### src/rtl/serial_bit_feeder_if.sv
// ============================================================================
// serial_bit_feeder_if : word handshake in, bit stream out, for serial_bit_feeder
// Revision: 1.0
// ============================================================================
`default_nettype none

interface serial_bit_feeder_if #(
  parameter int WIDTH = 8
);
  logic [WIDTH-1:0] in_data;
  logic             in_valid;
  logic             in_ready;
  logic             sdata;
  logic             svalid;
  logic             word_done;
  logic             busy;

  modport master (
    output in_data, in_valid,
    input  in_ready, sdata, svalid, word_done, busy
  );

  modport slave (
    input  in_data, in_valid,
    output in_ready, sdata, svalid, word_done, busy
  );
endinterface

`default_nettype wire

### src/rtl/serial_bit_feeder.sv
// ============================================================================
// serial_bit_feeder : MSB-first parallel-to-serial feeder with one-word hold.
// Optional even-parity tail bit when SERIAL_FEEDER_PARITY_EN is defined.
// Revision: 1.0
// ============================================================================
`default_nettype none

module serial_bit_feeder #(
  parameter int   WIDTH    = 8,
  parameter logic IDLE_BIT = 1'b0
) (
  input  logic               clk,
  input  logic               reset,
  serial_bit_feeder_if.slave bus
);

`ifdef SERIAL_FEEDER_PARITY_EN
  localparam int FRAME = WIDTH + 1;
`else
  localparam int FRAME = WIDTH;
`endif
  localparam int            BCW    = $clog2(FRAME);
  localparam logic [BCW-1:0] c_LAST = BCW'(FRAME - 1);

  typedef enum logic [0:0] {
    S_IDLE  = 1'b0,
    S_SHIFT = 1'b1
  } state_t;

  state_t           r_state, w_state_nxt;
  logic [WIDTH-1:0] r_sreg, w_sreg_nxt;
  logic [BCW-1:0]   r_bcnt, w_bcnt_nxt;
  logic [WIDTH-1:0] r_hold, w_hold_nxt;
  logic             r_hold_full, w_hold_full_nxt;

  logic w_ready, w_accept, w_last;
  logic w_load_in, w_load_hold, w_hold_we;
  logic w_tail;

  assign w_ready  = !r_hold_full && !reset;
  assign w_accept = bus.in_valid && w_ready;
  assign w_last   = (r_bcnt == c_LAST);

  always_comb begin
    w_state_nxt     = r_state;
    w_sreg_nxt      = r_sreg;
    w_bcnt_nxt      = r_bcnt;
    w_hold_nxt      = r_hold;
    w_hold_full_nxt = r_hold_full;
    w_load_in       = 1'b0;
    w_load_hold     = 1'b0;
    w_hold_we       = 1'b0;
    case (r_state)
      S_IDLE: begin
        if (w_accept) begin
          w_load_in   = 1'b1;
          w_sreg_nxt  = bus.in_data;
          w_bcnt_nxt  = '0;
          w_state_nxt = S_SHIFT;
        end
      end
      S_SHIFT: begin
        if (!w_last) begin
          w_sreg_nxt = {r_sreg[WIDTH-2:0], w_tail};
          w_bcnt_nxt = r_bcnt + 1'b1;
          if (w_accept) begin
            w_hold_we       = 1'b1;
            w_hold_nxt      = bus.in_data;
            w_hold_full_nxt = 1'b1;
          end
        end else if (r_hold_full) begin
          w_load_hold     = 1'b1;
          w_sreg_nxt      = r_hold;
          w_hold_full_nxt = 1'b0;
          w_bcnt_nxt      = '0;
        end else if (w_accept) begin
          // bypass hold so a word arriving on the last-bit edge streams gaplessly
          w_load_in  = 1'b1;
          w_sreg_nxt = bus.in_data;
          w_bcnt_nxt = '0;
        end else begin
          w_state_nxt = S_IDLE;
        end
      end
      default: w_state_nxt = S_IDLE;
    endcase
  end

  always_ff @(posedge clk) begin
    if (reset) begin
      r_state     <= S_IDLE;
      r_sreg      <= '0;
      r_bcnt      <= '0;
      r_hold      <= '0;
      r_hold_full <= 1'b0;
    end else begin
      r_state     <= w_state_nxt;
      r_sreg      <= w_sreg_nxt;
      r_bcnt      <= w_bcnt_nxt;
      r_hold      <= w_hold_nxt;
      r_hold_full <= w_hold_full_nxt;
    end
  end

`ifdef SERIAL_FEEDER_PARITY_EN
  // parity rides behind the data and is shifted into the MSB after WIDTH bits
  logic r_spar, r_hpar;

  assign w_tail = r_spar;

  always_ff @(posedge clk) begin
    if (reset) begin
      r_spar <= 1'b0;
      r_hpar <= 1'b0;
    end else begin
      if (w_load_in)
        r_spar <= ^bus.in_data;
      else if (w_load_hold)
        r_spar <= r_hpar;
      if (w_hold_we)
        r_hpar <= ^bus.in_data;
    end
  end
`else
  assign w_tail = 1'b0;
`endif

  assign bus.in_ready  = w_ready;
  assign bus.svalid    = (r_state == S_SHIFT);
  assign bus.sdata     = (r_state == S_SHIFT) ? r_sreg[WIDTH-1] : IDLE_BIT;
  assign bus.word_done = (r_state == S_SHIFT) && w_last;
  assign bus.busy      = (r_state == S_SHIFT) || r_hold_full;

endmodule

`default_nettype wire

### src/flat_wrapper.sv
// flat-port wrapper written by rule: the top's interface ports become plain ports
module serial_bit_feeder_flat 
#(
  parameter int   WIDTH    = 8,
  parameter logic IDLE_BIT = 1'b0
)
  (clk, reset, bus_in_data, bus_in_valid, bus_in_ready, bus_sdata, bus_svalid, bus_word_done, bus_busy);
  serial_bit_feeder_if #(.WIDTH(WIDTH)) bus_i ();
  input  logic clk;
  input  logic reset;
  input wire logic [$bits(bus_i.in_data)-1:0] bus_in_data;
  input wire logic [$bits(bus_i.in_valid)-1:0] bus_in_valid;
  output wire logic [$bits(bus_i.in_ready)-1:0] bus_in_ready;
  output wire logic [$bits(bus_i.sdata)-1:0] bus_sdata;
  output wire logic [$bits(bus_i.svalid)-1:0] bus_svalid;
  output wire logic [$bits(bus_i.word_done)-1:0] bus_word_done;
  output wire logic [$bits(bus_i.busy)-1:0] bus_busy;
  assign bus_i.in_data = bus_in_data;
  assign bus_i.in_valid = bus_in_valid;
  assign bus_in_ready = bus_i.in_ready;
  assign bus_sdata = bus_i.sdata;
  assign bus_svalid = bus_i.svalid;
  assign bus_word_done = bus_i.word_done;
  assign bus_busy = bus_i.busy;
  serial_bit_feeder #(.WIDTH(WIDTH), .IDLE_BIT(IDLE_BIT)) u_core (.clk(clk), .reset(reset), .bus(bus_i));
endmodule
### config.mk
export PLATFORM = sky130hd
export DESIGN_NAME = serial_bit_feeder_flat
export DESIGN_NICKNAME = d
export VERILOG_FILES = /design/src/rtl/serial_bit_feeder_if.sv /design/src/rtl/serial_bit_feeder.sv /design/src/flat_wrapper.sv
export SDC_FILE = /design/constraint.sdc
export NUM_CORES = 1
export LEC_CHECK = 0
export CAP_MARGIN = 20
export CORE_MARGIN = 1.5
export CORE_UTILIZATION = 55
export DETAILED_ROUTE_END_ITERATION = 8
export PLACE_DENSITY = 0.85
export SLEW_MARGIN = 20
export SYNTH_ARGS = -nofsm -noshare
export SYNTH_HDL_FRONTEND = slang
export SYNTH_SLANG_ARGS = --single-unit
### constraint.sdc
create_clock -name clk -period 2.9 [get_ports clk]
set_clock_uncertainty 0.1 [all_clocks]
set_input_delay 0.435 -clock clk [delete_from_list [all_inputs] [get_ports clk]]
set_output_delay 0.435 -clock clk [all_outputs]
set_load 0.02 [all_outputs]
---- Word-level counts from Yosys, hierarchy flattened ----
Cells that the tools add are included.
cells by class
  add/subtract/negate cells ............... 1
  equality and inequality tests ........... 1
  multiplexer cells ....................... 15
  bitwise logic cells ..................... 2
  reduce and logical (&&, ||, !) cells .... 9
operators by type and width
  kind                                                           count
  8-bit 2-to-1 mux                                               3
  8-bit case mux with 2 select lines                             1
  3-bit 2-to-1 mux                                               3
  1-bit 2-to-1 mux                                               6
  3-bit case mux with 2 select lines                             1
  3-bit by 1-bit adder with 3-bit output, second input constant  1
  3-bit equality test, second input constant                     1
  1-bit logical AND                                              3
  3-bit AND reduction                                            1
  1-bit logical NOT                                              2
  1-bit NOT                                                      2
  1-bit case mux with 2 select lines                             1
  2-bit AND reduction                                            1
  2-bit nonzero test                                             1
  1-bit logical OR                                               1
storage, ports and cells
  register bits ........................... 21
  input bits .............................. 11
  output and inout port bits .............. 5

---- Depth between registers and ports, before layout ----
  depth in word-level cells ............... 7
  gate-level depth with buffers ........... 7

---- Least setup slack after synthesis ----
OpenSTA, ideal clock, no wires.
  kind .................................... flip-flop to output port
  start ................................... register u_core.r_bcnt[0]
  end ..................................... output bus_word_done
  data arrival time ....................... 1.157 ns
  path slack .............................. 1.208 ns
  cell stages (with the launch flop) ...... 5
  path buffers ............................ 1
  cells stage by stage .................... dfxtp_1 > ha_1 > ha_1 > buf_2 > and2_1
on the way
  word-level cells in the longest chain between the ends .. 2
ends and longest elaborated chain
  what                      RTL line                  text
  start: declaration        serial_bit_feeder.sv:32   logic [BCW-1:0] r_bcnt, w_bcnt_nxt;
  start signal: assignment  serial_bit_feeder.sv:99   r_bcnt <= w_bcnt_nxt;
  3-bit equality test       serial_bit_feeder.sv:42   assign w_last = (r_bcnt == c_LAST);
  1-bit logical AND         serial_bit_feeder.sv:131  assign bus.word_done = (r_state == S_SHIFT) && w_last;
  end: declaration          flat_wrapper.sv:16        output wire logic [$bits(bus_i.word_done)-1:0] bus_word_done;
Every way passes these cells.

---- Worst setup path in the final report ----
Ends and elaborated chain as after synthesis.

==> results.toml <==
[pwr]
ir_drop_mv = 0.294
power_density_nw_per_um2 = 441
p_leak_nw = 0.462

[timing]
rsz0062_at_grt = "false"
relSlewSlack_pct = 62.6
hold_viol = 0
post-route-min-period_ps = 2560
fmaxAchievable_mhz = 390
period_share_pct = 88.4
final-setup-viol-count = 0
finalSetupTns_ps = 0
maxSlewViolCount = 0
worstMarginPinSlew_ps = 559

[global_route]
grt_pass1_vias = 830
grt_pass1_wl_um = 3570
antenna_found_initial = 0
overflow = 0
grt_max_degree = 25
grt_use_total_pct = 22.6

[route]
wl_per_cell_um = 14.3
drt-total-wl_um = 2350
drc = 0
drtPass1Iterations = 5
vias = 980
drt_first_iter_violations = 42
vias_per_cell = 5.94
ant_nets = 0

[clocking]
cts_sinks = 21
cts_setup_buffers = 0
clk_pin_slew_ps = 120
hold_buffers = 0
cts_made_buffers = 3
clk_latency_ps = 310
htreeDepth = 1
cts_repair_resize_count = 0
cts_root_buf = "clkbuf_4"
cts.path.max_buffers = 2
cts_tree = "done"

[yosys]
synthTopCellsByCount = "21 x dfxtp_1, 14 x o21ai_0, 10 x a21oi_1, 10 x mux2i_1"
synth_edf_count = 0
ys_async_sr_fraction_pct = 0
syn_avg_cell_area_um2 = 8.66
synth_seq_area_share_pct = 38.8
synth.top_cell.area_share_pct = 38.8
synth_area_um2 = 1080
yosysMostFrequentCell = "dfxtp_1"
synth.largest_area_cell = "dfxtp_1"
yosys-top-cells-area = "dfxtp_1 39%, mux2i_1 9.2%, o21ai_0 6.5%"
synth_flop_cell = "dfxtp_1"
ys_seq_elements = 21
netlist_instances = 125
syn-num-nets = 138
synth_cell_types = 25
synth_warnings = 0

[floorplanning]
die_h_um = 47.4
ios = 16
coreArea_um2 = 1780
initial_core_util_pct = 60.7
die-area_um2 = 2240
rows = 15
die_w_um = 47.4

[critical_path]
crit_type = "register to output port"
cp-end-kind = "output port"
cp.arrival_ps = 2030
worst-path-max-fanout = 24
required_ps = 2370
startpoint_type = "register"

[placement]
place_area_um2 = 1260
gp_congestion = 0.801
portBuffers = 15
dpl.hpwl_um = 1600

[layout]
syn_to_final_growth_pct = 18.7
stdcell_area_um2 = 1280
layout-drive-gt1-share_pct = 11.4
final-seq-area_um2 = 420
nFillCells = 135
multi_input_area_um2 = 603
nNetsFinal = 154
antenna_cells = 0

[min_path]
hold_path_class = "register to register"

[flow_run]
maxCapViolCount = 0

[run_status]
status = "finished clean"
-- power by group --
group	total, W	internal (W)	switching [W]
clock	0.000145	0.0000515	0.0000939
sequential	0.000316	0.000303	0.0000133
combinational	0.000105	0.0000533	0.0000519
total	0.000567	0.000408	0.000159
-- final cells by class --
cell class | count | share of cell area (%)
multi-input combinational | 93 | 46.9
tap | 25 | 2.43
clock buffer | 3 | 1.75
sequential | 21 | 32.7
timing repair buffer | 22 | 15.8
clock inverter | 1 | 0.389
-- registers in the layout, indices dropped and copies added, names as in the netlist --
signal and count:
u_core.r_hold_full 1, u_core.r_hold 8, u_core.r_bcnt 3, u_core.bus.svalid 1, u_core.r_sreg 8
-- per-stage QoR --
step                      setup WS, ps  std cells  power, W  hold WS, ps  utilization [%]
after detailed placement           680        161  0.000426          348             70.5
after floorplan                   1210        125  0.000386          331                -
after global placement             736        161  0.000422          343             70.5
after CTS                          329        165  0.000569          366             72.1
after global routing               268        165  0.000588          389             72.1
final                              337        165  0.000567          364             72.1
-- worst paths after layout --
check	from	end	slack, ps	depth (start not counted)
max	u_core.r_bcnt[0]	bus_word_done	340	5
min	u_core.r_hold[4]	u_core.r_hold[4]	360	2
max reg2reg	u_core.r_bcnt[0]	u_core.r_hold[3]	820	8
min reg2reg	u_core.r_hold[4]	u_core.r_hold[4]	360	2
-- cells in the final DEF (no fill, tap or decap), drive strengths merged --
master / netlist / routed
clkinv: 0 / 1
o21ai: 14 / 14
nand3: 9 / 9
ha: 2 / 2
buf: 7 / 7
dfxtp: 21 / 21
nor2b: 8 / 8
nand2: 10 / 10
clkdlybuf4s50: 0 / 15
nor3: 1 / 1
o221a: 1 / 1
and2: 2 / 2
a221oi: 7 / 7
or2: 1 / 1
mux2i: 10 / 10
nor2: 5 / 5
a21oi: 11 / 11
clkbuf: 4 / 3
nand3b: 7 / 7
or2b: 1 / 1
a22oi: 2 / 2
nor3b: 1 / 1
nand2b: 1 / 1
-- kinds of logic after synthesis --
group / count (synthesis) / synth area share, %
AO/OA/AOI/OAI: 35 / 20.0
adder cells (fa/ha/maj): 2 / 2.31
buffers and inverters: 11 / 5.43
flip-flops: 21 / 38.8
multiplexers: 10 / 9.25
AND/OR/NAND/NOR: 46 / 24.2
-- critical path: stages, from the launching register on --
cell and delay [ps]:
dfxtp_1 380, ha_1 160, ha_1 130, buf_4 230, and2_1 210, clkdlybuf4s50_1 620
-- metal layers --
metal  part of all wire, %  vias to the layer above  wire length, µm  global-route usage [%]
met1                    45                      468             1050                    28.7
met2                    49                       29             1160                    37.6
met5                     0                        -                0                       0
li1                      -                      479                -                       -
met3                   4.6                        4              108                    4.62
met4                   1.3                        0               31                    8.33
No activity file was read; power rests on OpenSTA's default activity.
